<file path="config.mk">
export PLATFORM = sky130hd
export DESIGN_NAME = mul_reconstruct
export DESIGN_NICKNAME = d
export VERILOG_FILES = /design/src/rtl/mul_reconstruct.sv
export SDC_FILE = /design/constraint.sdc
export NUM_CORES = 1
export LEC_CHECK = 0
export CELL_PAD_IN_SITES_DETAIL_PLACEMENT = 0
export CELL_PAD_IN_SITES_GLOBAL_PLACEMENT = 1
export CORE_MARGIN = 3
export CORE_UTILIZATION = 40
export DETAILED_ROUTE_END_ITERATION = 10
export PLACE_DENSITY = 0.82
export SYNTH_ARGS = -nofsm -noshare
export SYNTH_HDL_FRONTEND = slang
export SYNTH_SLANG_ARGS = --single-unit
</file>
<file path="constraint.sdc">
create_clock -name clk -period 2.1 [get_ports clk]
set_input_delay 0.315 -clock clk [delete_from_list [all_inputs] [get_ports clk]]
set_output_delay 0.315 -clock clk [all_outputs]
set_load 0.005 [all_outputs]
</file>
<file path="src/rtl/mul_reconstruct.sv">
// Sequential shift-add multiply-accumulate: PRO = QIN*DIN + RIN, the inverse of the restoring divider.
// Optional MUL_ZERO_SKIP_EN: a zero operand bypasses the CALC iterations.
module mul_reconstruct #(
    parameter int unsigned N  = 5,
    parameter int unsigned CW = 3
) (
    input  logic           clk,
    input  logic           rst,
    input  logic           start,
    input  logic [N-1:0]   QIN,
    input  logic [N-1:0]   DIN,
    input  logic [N-1:0]   RIN,
    output logic           busy,
    output logic           done,
    output logic [2*N-1:0] PRO
);

    typedef enum logic [1:0] {
        StIdle,
        StCalc,
        StAddr,
        StDone
    } state_e;

    state_e          r_state;
    state_e          w_state_d;
    logic [CW-1:0]   r_cnt;
    logic [N:0]      r_a;
    logic [N-1:0]    r_q;
    logic [N-1:0]    r_d;
    logic [N-1:0]    r_r;
    logic [2*N-1:0]  r_pro;
    logic [N:0]      w_sum;
    logic            w_zero;
    logic            w_last;

`ifdef MUL_ZERO_SKIP_EN
    assign w_zero = (QIN == '0) || (DIN == '0);
`else
    assign w_zero = 1'b0;
`endif

    assign w_last = (r_cnt == CW'(N - 1));
    // A < 2^N before each add, so the N+1-bit sum cannot overflow
    assign w_sum  = r_q[0] ? (r_a + {1'b0, r_d}) : r_a;

    always_ff @(posedge clk) begin
        if (rst) begin
            r_state <= StIdle;
        end else begin
            r_state <= w_state_d;
        end
    end

    always_comb begin
        w_state_d = r_state;
        unique case (r_state)
            StIdle: begin
                if (start) begin
                    w_state_d = w_zero ? StAddr : StCalc;
                end
            end
            StCalc: begin
                if (w_last) begin
                    w_state_d = StAddr;
                end
            end
            StAddr:  w_state_d = StDone;
            StDone:  w_state_d = StIdle;
            default: w_state_d = StIdle;
        endcase
    end

    always_ff @(posedge clk) begin
        if (rst) begin
            r_cnt <= '0;
            r_a   <= '0;
            r_q   <= '0;
            r_d   <= '0;
            r_r   <= '0;
            r_pro <= '0;
        end else begin
            unique case (r_state)
                StIdle: begin
                    if (start) begin
                        r_d   <= DIN;
                        r_r   <= RIN;
                        r_a   <= '0;
                        r_cnt <= '0;
                        r_q   <= w_zero ? '0 : QIN;
                    end
                end
                StCalc: begin
                    // {A,Q} <= {sum,Q} >> 1 with a zero shifted into the A MSB
                    r_a   <= {1'b0, w_sum[N:1]};
                    r_q   <= {w_sum[0], r_q[N-1:1]};
                    r_cnt <= r_cnt + CW'(1);
                end
                StAddr: begin
                    r_pro <= {r_a[N-1:0], r_q} + {{N{1'b0}}, r_r};
                end
                default: begin
                end
            endcase
        end
    end

    assign busy = (r_state != StIdle);
    assign done = (r_state == StDone);
    assign PRO  = r_pro;

endmodule

</file>
# Word level (Yosys, flattened, before mapping)
# Index checks and enable logic that the tools add are counted.
# word_totals
wordCells,32
out_inout_bits,12
input_bits,18
register_bits,36
# op_classes
muxes,10
eq_ne,6
reduce_logical,6
n_addsub,3
# op_table
cell,count
6-bit 2-to-1 mux,2
6-bit one-hot mux with 2 select lines,1
10-bit by 5-bit adder with 10-bit output,1
5-bit one-hot mux with 2 select lines,1
2-bit one-hot mux with 4 select lines,1
6-bit by 5-bit adder with 6-bit output,1
3-bit one-hot mux with 2 select lines,1
2-bit AND reduction,3
5-bit 2-to-1 mux,1
2-bit == test (second input constant),2
2-bit 2-to-1 mux,2
2-bit != test (second input constant),2
2-bit nonzero test,2
3-bit by 1-bit adder with 3-bit output (second input constant),1
3-bit == test (second input constant),1
3-bit 2-to-1 mux,1
2-bit by 1-bit == test with 1-bit output (second input constant),1
2-bit logical NOT,1

# Logic depth before layout (Yosys ltp)
# Gate-level depths: netlist of run 1.
# logic_depth
ltp_word,3
depth_mapped,7
ltp_nobuf,6

# Worst setup path after synthesis of run 1
# No wires, ideal clock.
# synth_path
kind,reg-to-reg
start,reg r_q[0]
end,"reg r_pro[8], in the netlist PRO[8]"
synth_period_minus_slack_ns,1.872
t_arrival_ns,1.781
slack_ns,0.228
required_time_ns,2.009
setup_time_ns,0.091
stages_incl_launch_ff,7
n_path_buf,0
cell_sequence,dfxtp_1 > ha_1 > fa_1 > a211o_2 > a21oi_1 > o21ai_0 > a311oi_1
# synth_via
elab_chain_len,1
# synth_lines
element,line,text
from (decl),29,logic [N-1:0] r_q;
from (signal assigned),90,r_q <= w_zero ? '0 : QIN;
from (signal assigned),96,"r_q <= {w_sum[0], r_q[N-1:1]};"
10-bit by 5-bit adder with 10-bit output,100,"r_pro <= {r_a[N-1:0], r_q} + {{N{1'b0}}, r_r};"
to (signal assigned),100,
to (decl),32,logic [2*N-1:0] r_pro;
# No other way between the ends.
# A chain may end at the register's enable or synchronous reset.

# Final worst setup path of run 1
# Same ends and word-level chain as after synthesis.

==> run summary, run 1 <==
Placer Congestion = 0.807
post-synth net total = 255
initial antenna violation count = 0
final worst path period share = 0.922
drt total wl = 4150 um
Max Transition Viols Final = 0
outcome = finished, final reports clean
Post-CTS Setup Bufs = 0
wl on met1 = 2150 um
CP Launch Type = flop
DP HPWL = 3050 um
RSZ-0062 raised after global routing = no
register area = 701 um2
Post-DRT Antenna Nets = 0
total core area = 0.00450 mm2
Post-Syn Area = 0.00192 mm2
Hold Crit Class = reg2reg
htree depth = 2
placed cell count = 299
Synth Flop Type = dfxtp_1
f_max = 0.516 GHz
sequential fraction of the synthesis area = 0.364
via/cell ratio = 5.39
Post-synth EDFFs = 0
DRC viols = 0
grt total ovfl = 0
share of cells above drive strength 1 = 0.106
cells after synthesis = 219
Setup Crit Path Kind = reg2reg
drt wl/cell = 13.5 um
Starting Density = 0.427
maxcap violations = 0
most common cell after layout, fill and taps aside = dfxtp_1
Met2 Wirelength = 1780 um
CP max FO = 4
Worst Setup End Kind = flop
Final setup viols = 0
CTS hold repair buffers = 0
Top Layer Used = met4
most frequent cells in the layout = dfxtp_1, nand2_1, clkdlybuf4s50_1
actual slew at the worst max-slew pin = 0.648 ns
clock sinks = 35
fillers = 452
Site Rows = 24
vias in the first global route = 1,450
Async SR Flop Fraction = 0
syn avg cell area = 8.79 um2
met3 routed WL = 133 um
Period minus WS final = 1.94 ns
Arr. time, crit path = 2.14 ns
CP Data Required Time = 2.31 ns
DR vias = 1,655
Post-Layout Cell Count = 307
DRT Pass-1 Iters = 4
first-pass GRT wire length = 6890 um
Inserted Clock Buffers = 5
DIE HEIGHT = 75.4 um
Die W = 75.4 um
root cell of the clock tree = clkbuf_8
nets@finish = 290
Setup TNS Final = 0 ns
Lkg Pwr = 0.973 nW
CTS clk-pin slew, worst paths = 0.07 ns
Clk Latency, worst-skew pair = 0.29 ns
post-cts sizing count = 0
Die Area = 0.00568 mm2
Diodes inserted = 0
Synth warnings = 0
largest net degree at the start of global routing = 35
Multi-input gate area = 0.00117 mm2
Slew headroom = 0.568
io pins = 30
Area Growth Syn to Fin = 25.0%
gr usage total = 0.160
Unique masters post-synth = 44
PwrDens = 1110 mW/mm2
Max Clock Skew = 0.00753 ns
maximum VDD drop = 401 uV
final hold vios = 0
clk buf depth = 2
CTS tree = done
PortBufs = 29
1st-iter DRT viols = 69
Yosys reg bits = 35
-- path summary, 6_finish.rpt --
| kind | cells after the start | slack [ns] | start | endpoint |
|---|---|---|---|---|
| max | 6 | 0.16 | r_q[0] | PRO[8] |
| max reg2reg | 6 | 0.16 | r_q[0] | PRO[8] |
| min reg2reg | 2 | 0.46 | r_r[0] | r_r[0] |
| min | 2 | 0.46 | r_r[0] | r_r[0] |
-- synth_stat cells, types with 3 or more instances --
master,count,area (um2)
a211o_2,3,30.0
a211oi_1,8,60.1
a21o_1,4,30.0
a21oi_1,22,110
a22oi_1,5,37.5
a311oi_1,3,26.3
clkbuf_1,7,26.3
dfxtp_1,35,701
ha_1,16,200
inv_1,8,30.0
mux2i_1,10,100
nand2_1,29,109
nor2_1,20,75.1
nor2b_1,3,18.8
o21ai_0,3,15.0
-- through the flow --
step                worst slack, ns  hold WS [ns]  area [um2]  total power [mW]   util
detailed placement            0.117         0.451        2310              2.19  0.513
finish                        0.163         0.458        2400              2.66  0.534
global route                 0.0257         0.483        2400              2.90  0.534
global placement              0.149         0.448        2310              2.19  0.513
floorplan                     0.228         0.440        1920              1.76      -
CTS                           0.103         0.461        2390              2.68  0.531
-- critical path: stages (launching register included) --
cell      delay [ns]
dfxtp_1         0.31
ha_1            0.25
fa_1            0.44
a211o_2         0.35
a21oi_4         0.16
o21ai_0         0.10
a311oi_1        0.24
-- registers in the layout, summed over array words and instances, names as in the netlist --
name	count
PRO	10
r_state	2
r_q	5
r_r	5
r_d	5
r_a	5
r_cnt	3
-- final cells by class --
class / count / share of cell area
multi-input cells: 166 / 0.485
inverters: 8 / 0.0125
clock inverters: 2 / 0.00520
flip-flops and latches: 35 / 0.291
well taps: 52 / 0.0271
repair buffers: 38 / 0.149
clock buffers: 6 / 0.0302
-- cells by family (layout without fill, tap and decap cells) --
| kind of cell | count (synthesis) | count (layout) | share of synthesized area |
|---|---|---|---|
| flip-flops | 35 | 35 | 0.364 |
| buffers and inverters | 18 | 54 | 0.0358 |
| AO/OA/AOI/OAI | 63 | 63 | 0.228 |
| XOR/XNOR | 2 | 2 | 0.00910 |
| multiplexers | 11 | 11 | 0.0579 |
| AND/OR/NAND/NOR | 72 | 72 | 0.180 |
| adder cells (fa/ha/maj) | 18 | 18 | 0.125 |
-- routing by layer --
layer	global-route usage	up-vias
met3	0.0396	6
met1	0.231	753
met4	0.0641	0
met5	0	-
li1	-	870
met2	0.228	26
-- power breakdown --
group | total, mW | switching (mW) | internal, mW
logic | 1.23 | 0.657 | 0.578
clock network | 0.481 | 0.249 | 0.232
registers | 0.942 | 0.119 | 0.823
total | 2.66 | 1.03 | 1.63
Power figures use the tool's default switching activity.
==> run 2, diff against run 1 <==
--- a/config.mk
+++ b/config.mk
@@ -7,7 +7,7 @@
 export LEC_CHECK = 0
 export CELL_PAD_IN_SITES_DETAIL_PLACEMENT = 0
 export CELL_PAD_IN_SITES_GLOBAL_PLACEMENT = 1
-export CORE_MARGIN = 3
+export CORE_MARGIN = 5
 export CORE_UTILIZATION = 40
 export DETAILED_ROUTE_END_ITERATION = 10
 export PLACE_DENSITY = 0.82
==> run 2 against run 1 <==
Compared with the run above:
- wire length grew 2.5%
- final area grew 2.4%
- highest routed layer unchanged
- critical path type unchanged
- final cell count grew 0.65%
- setup slack gained 0.013 ns
- flip-flop and latch count is the same
- fmax grew 0.67%
- critical endpoint unchanged
- total power grew 9.8%
- largest cell class unchanged
- utilization shrank 0.88 points
- combinational power is essentially flat
==> run summary, run 2 (same netlist as run 1, synthesis figures left out) <==
Setup TNS Final = 0 ns (unchanged)
initial antenna violation count = 0 (unchanged)
share of cells above drive strength 1 = 0.110 (was 0.106)
Inserted Clock Buffers = 5 (unchanged)
maximum VDD drop = 466 uV (was 401 uV)
nets@finish = 290 (unchanged)
DP Area = 0.00232 mm2 (was 0.00231 mm2)
first-pass GRT wire length = 6890 um (unchanged)
vias in the first global route = 1,459 (was 1,450)
Slew headroom = 0.548 (was 0.568)
Tot Pwr = 2.92 mW (was 2.66 mW)
Clk Latency, worst-skew pair = 0.29 ns (about the same)
Lkg Pwr = 0.999 nW (was 0.973 nW)
Area Growth Syn to Fin = 28.0% (was 25.0%)
f_max = 0.520 GHz (was 0.516 GHz)
Worst Setup End Kind = flop (unchanged)
Post-Place Setup Slack = 0.130 ns (was 0.117 ns)
final hold vios = 0 (unchanged)
DRT Pass-1 Iters = 4 (unchanged)
io pins = 30 (unchanged)
Hold Crit Class = reg2reg (unchanged)
Diodes inserted = 0 (unchanged)
DP HPWL = 3150 um (was 3050 um)
drt wl/cell = 13.8 um (was 13.5 um)
design area = 0.00246 mm2 (was 0.00240 mm2)
most common cell after layout, fill and taps aside = dfxtp_1 (unchanged)
total core area = 0.00469 mm2 (was 0.00450 mm2)
root cell of the clock tree = clkbuf_8 (unchanged)
RSZ-0062 raised after global routing = no (unchanged)
CTS hold repair buffers = 0 (unchanged)
DR vias = 1,646 (was 1,655)
Placer Congestion = 0.761 (was 0.807)
1st-iter DRT viols = 71 (was 69)
Crit-path slowest cell = fa_1 (unchanged)
final setup margin = 0.176 ns (was 0.163 ns)
drt total wl = 4250 um (was 4150 um)
actual slew at the worst max-slew pin = 0.678 ns (was 0.648 ns)
final worst path period share = 0.916 (was 0.922)
via/cell ratio = 5.33 (was 5.39)
CP Data Required Time = 2.31 ns (about the same)
grt total ovfl = 0 (unchanged)
clk buf depth = 2 (unchanged)
Period minus WS final = 1.92 ns (was 1.94 ns)
Die W = 79.4 um (was 75.4 um)
outcome = finished, final reports clean (unchanged)
clock sinks = 35 (unchanged)
PortBufs = 29 (unchanged)
max incr delay on CP = 0.43 ns (was 0.44 ns)
Starting Density = 0.410 (was 0.427)
CTS tree = done (unchanged)
maxcap violations = 0 (unchanged)
Post-DRT Antenna Nets = 0 (unchanged)
htree depth = 2 (unchanged)
CTS clk-pin slew, worst paths = 0.08 ns (was 0.07 ns)
reg2reg setup slack = 0.18 ns (was 0.16 ns)
Final setup viols = 0 (unchanged)
Arr. time, crit path = 2.13 ns (was 2.14 ns)
gr usage total = 0.139 (was 0.160)
Setup Crit Path Kind = reg2reg (unchanged)
CP max FO = 4 (unchanged)
hold slack = 0.461 ns (was 0.458 ns)
PwrDens = 1180 mW/mm2 (was 1110 mW/mm2)
largest net degree at the start of global routing = 37 (was 35)
DRC viols = 0 (unchanged)
Site Rows = 25 (was 24)
most frequent cells in the layout = dfxtp_1, nand2_1, clkdlybuf4s50_1 (unchanged)
CP cell instances = ha_1, fa_1, a211o_2, a21oi_2, o21ai_0, a311oi_1 (was ha_1, fa_1, a211o_2, a21oi_4, o21ai_0, a311oi_1)
DIE HEIGHT = 79.4 um (was 75.4 um)
Max Transition Viols Final = 0 (unchanged)
Max Clock Skew = 0.00611 ns (was 0.00753 ns)
CP Launch Type = flop (unchanged)
Die Area = 0.00630 mm2 (was 0.00568 mm2)
max reg flops = 10 (unchanged)
[run 2: repair_timing]
item,CTS,global route
endpoints found under the hold margin,0,0
setup buffers,0,0
setup endpoints to repair,0,1
resized for setup,0,1
[run 2: per-stage QoR]
step                std cells  utilization
floorplan                 219            -
global placement          301        0.495
detailed placement        301        0.495
CTS                       309        0.524
global route              309        0.525
finish                    309        0.525
[run 2: critical path, delay by kind of cell (launching register included)]
family	cells	cell delay, ns
fa+ha+maj	2	0.67
compound gates	4	0.86
flops	1	0.32
[run 2: layer usage]
| layer | track usage | routed length (um) |
|---|---|---|
| met3 | 0.0238 | 151 |
| met5 | 0 | 0 |
| met4 | 0.0670 | 74 |
| met1 | 0.193 | 2170 |
| met2 | 0.209 | 1860 |
[run 2: final timing paths]
path | startpoint | endpoint | cells after the start
max | r_q[0] | PRO[8] | 6
min | r_d[2] | r_d[2] | 2
max reg2reg | r_q[0] | PRO[8] | 6
min reg2reg | r_d[2] | r_d[2] | 2
[run 2: layout make-up]
class                   count  area (um2)
clock buffers               5        68.8
clock inverters             3        67.6
fillers                   446        2230
inverters                   8        30.0
multi-input cells         166        1160
flip-flops and latches     35         701
well taps                  54        67.6
repair buffers             38         370
[run 2: power by group]
part / internal, mW / switching [mW]
sequential: 0.823 / 0.115
combinational: 0.580 / 0.665
clock: 0.474 / 0.263
total: 1.88 / 1.04
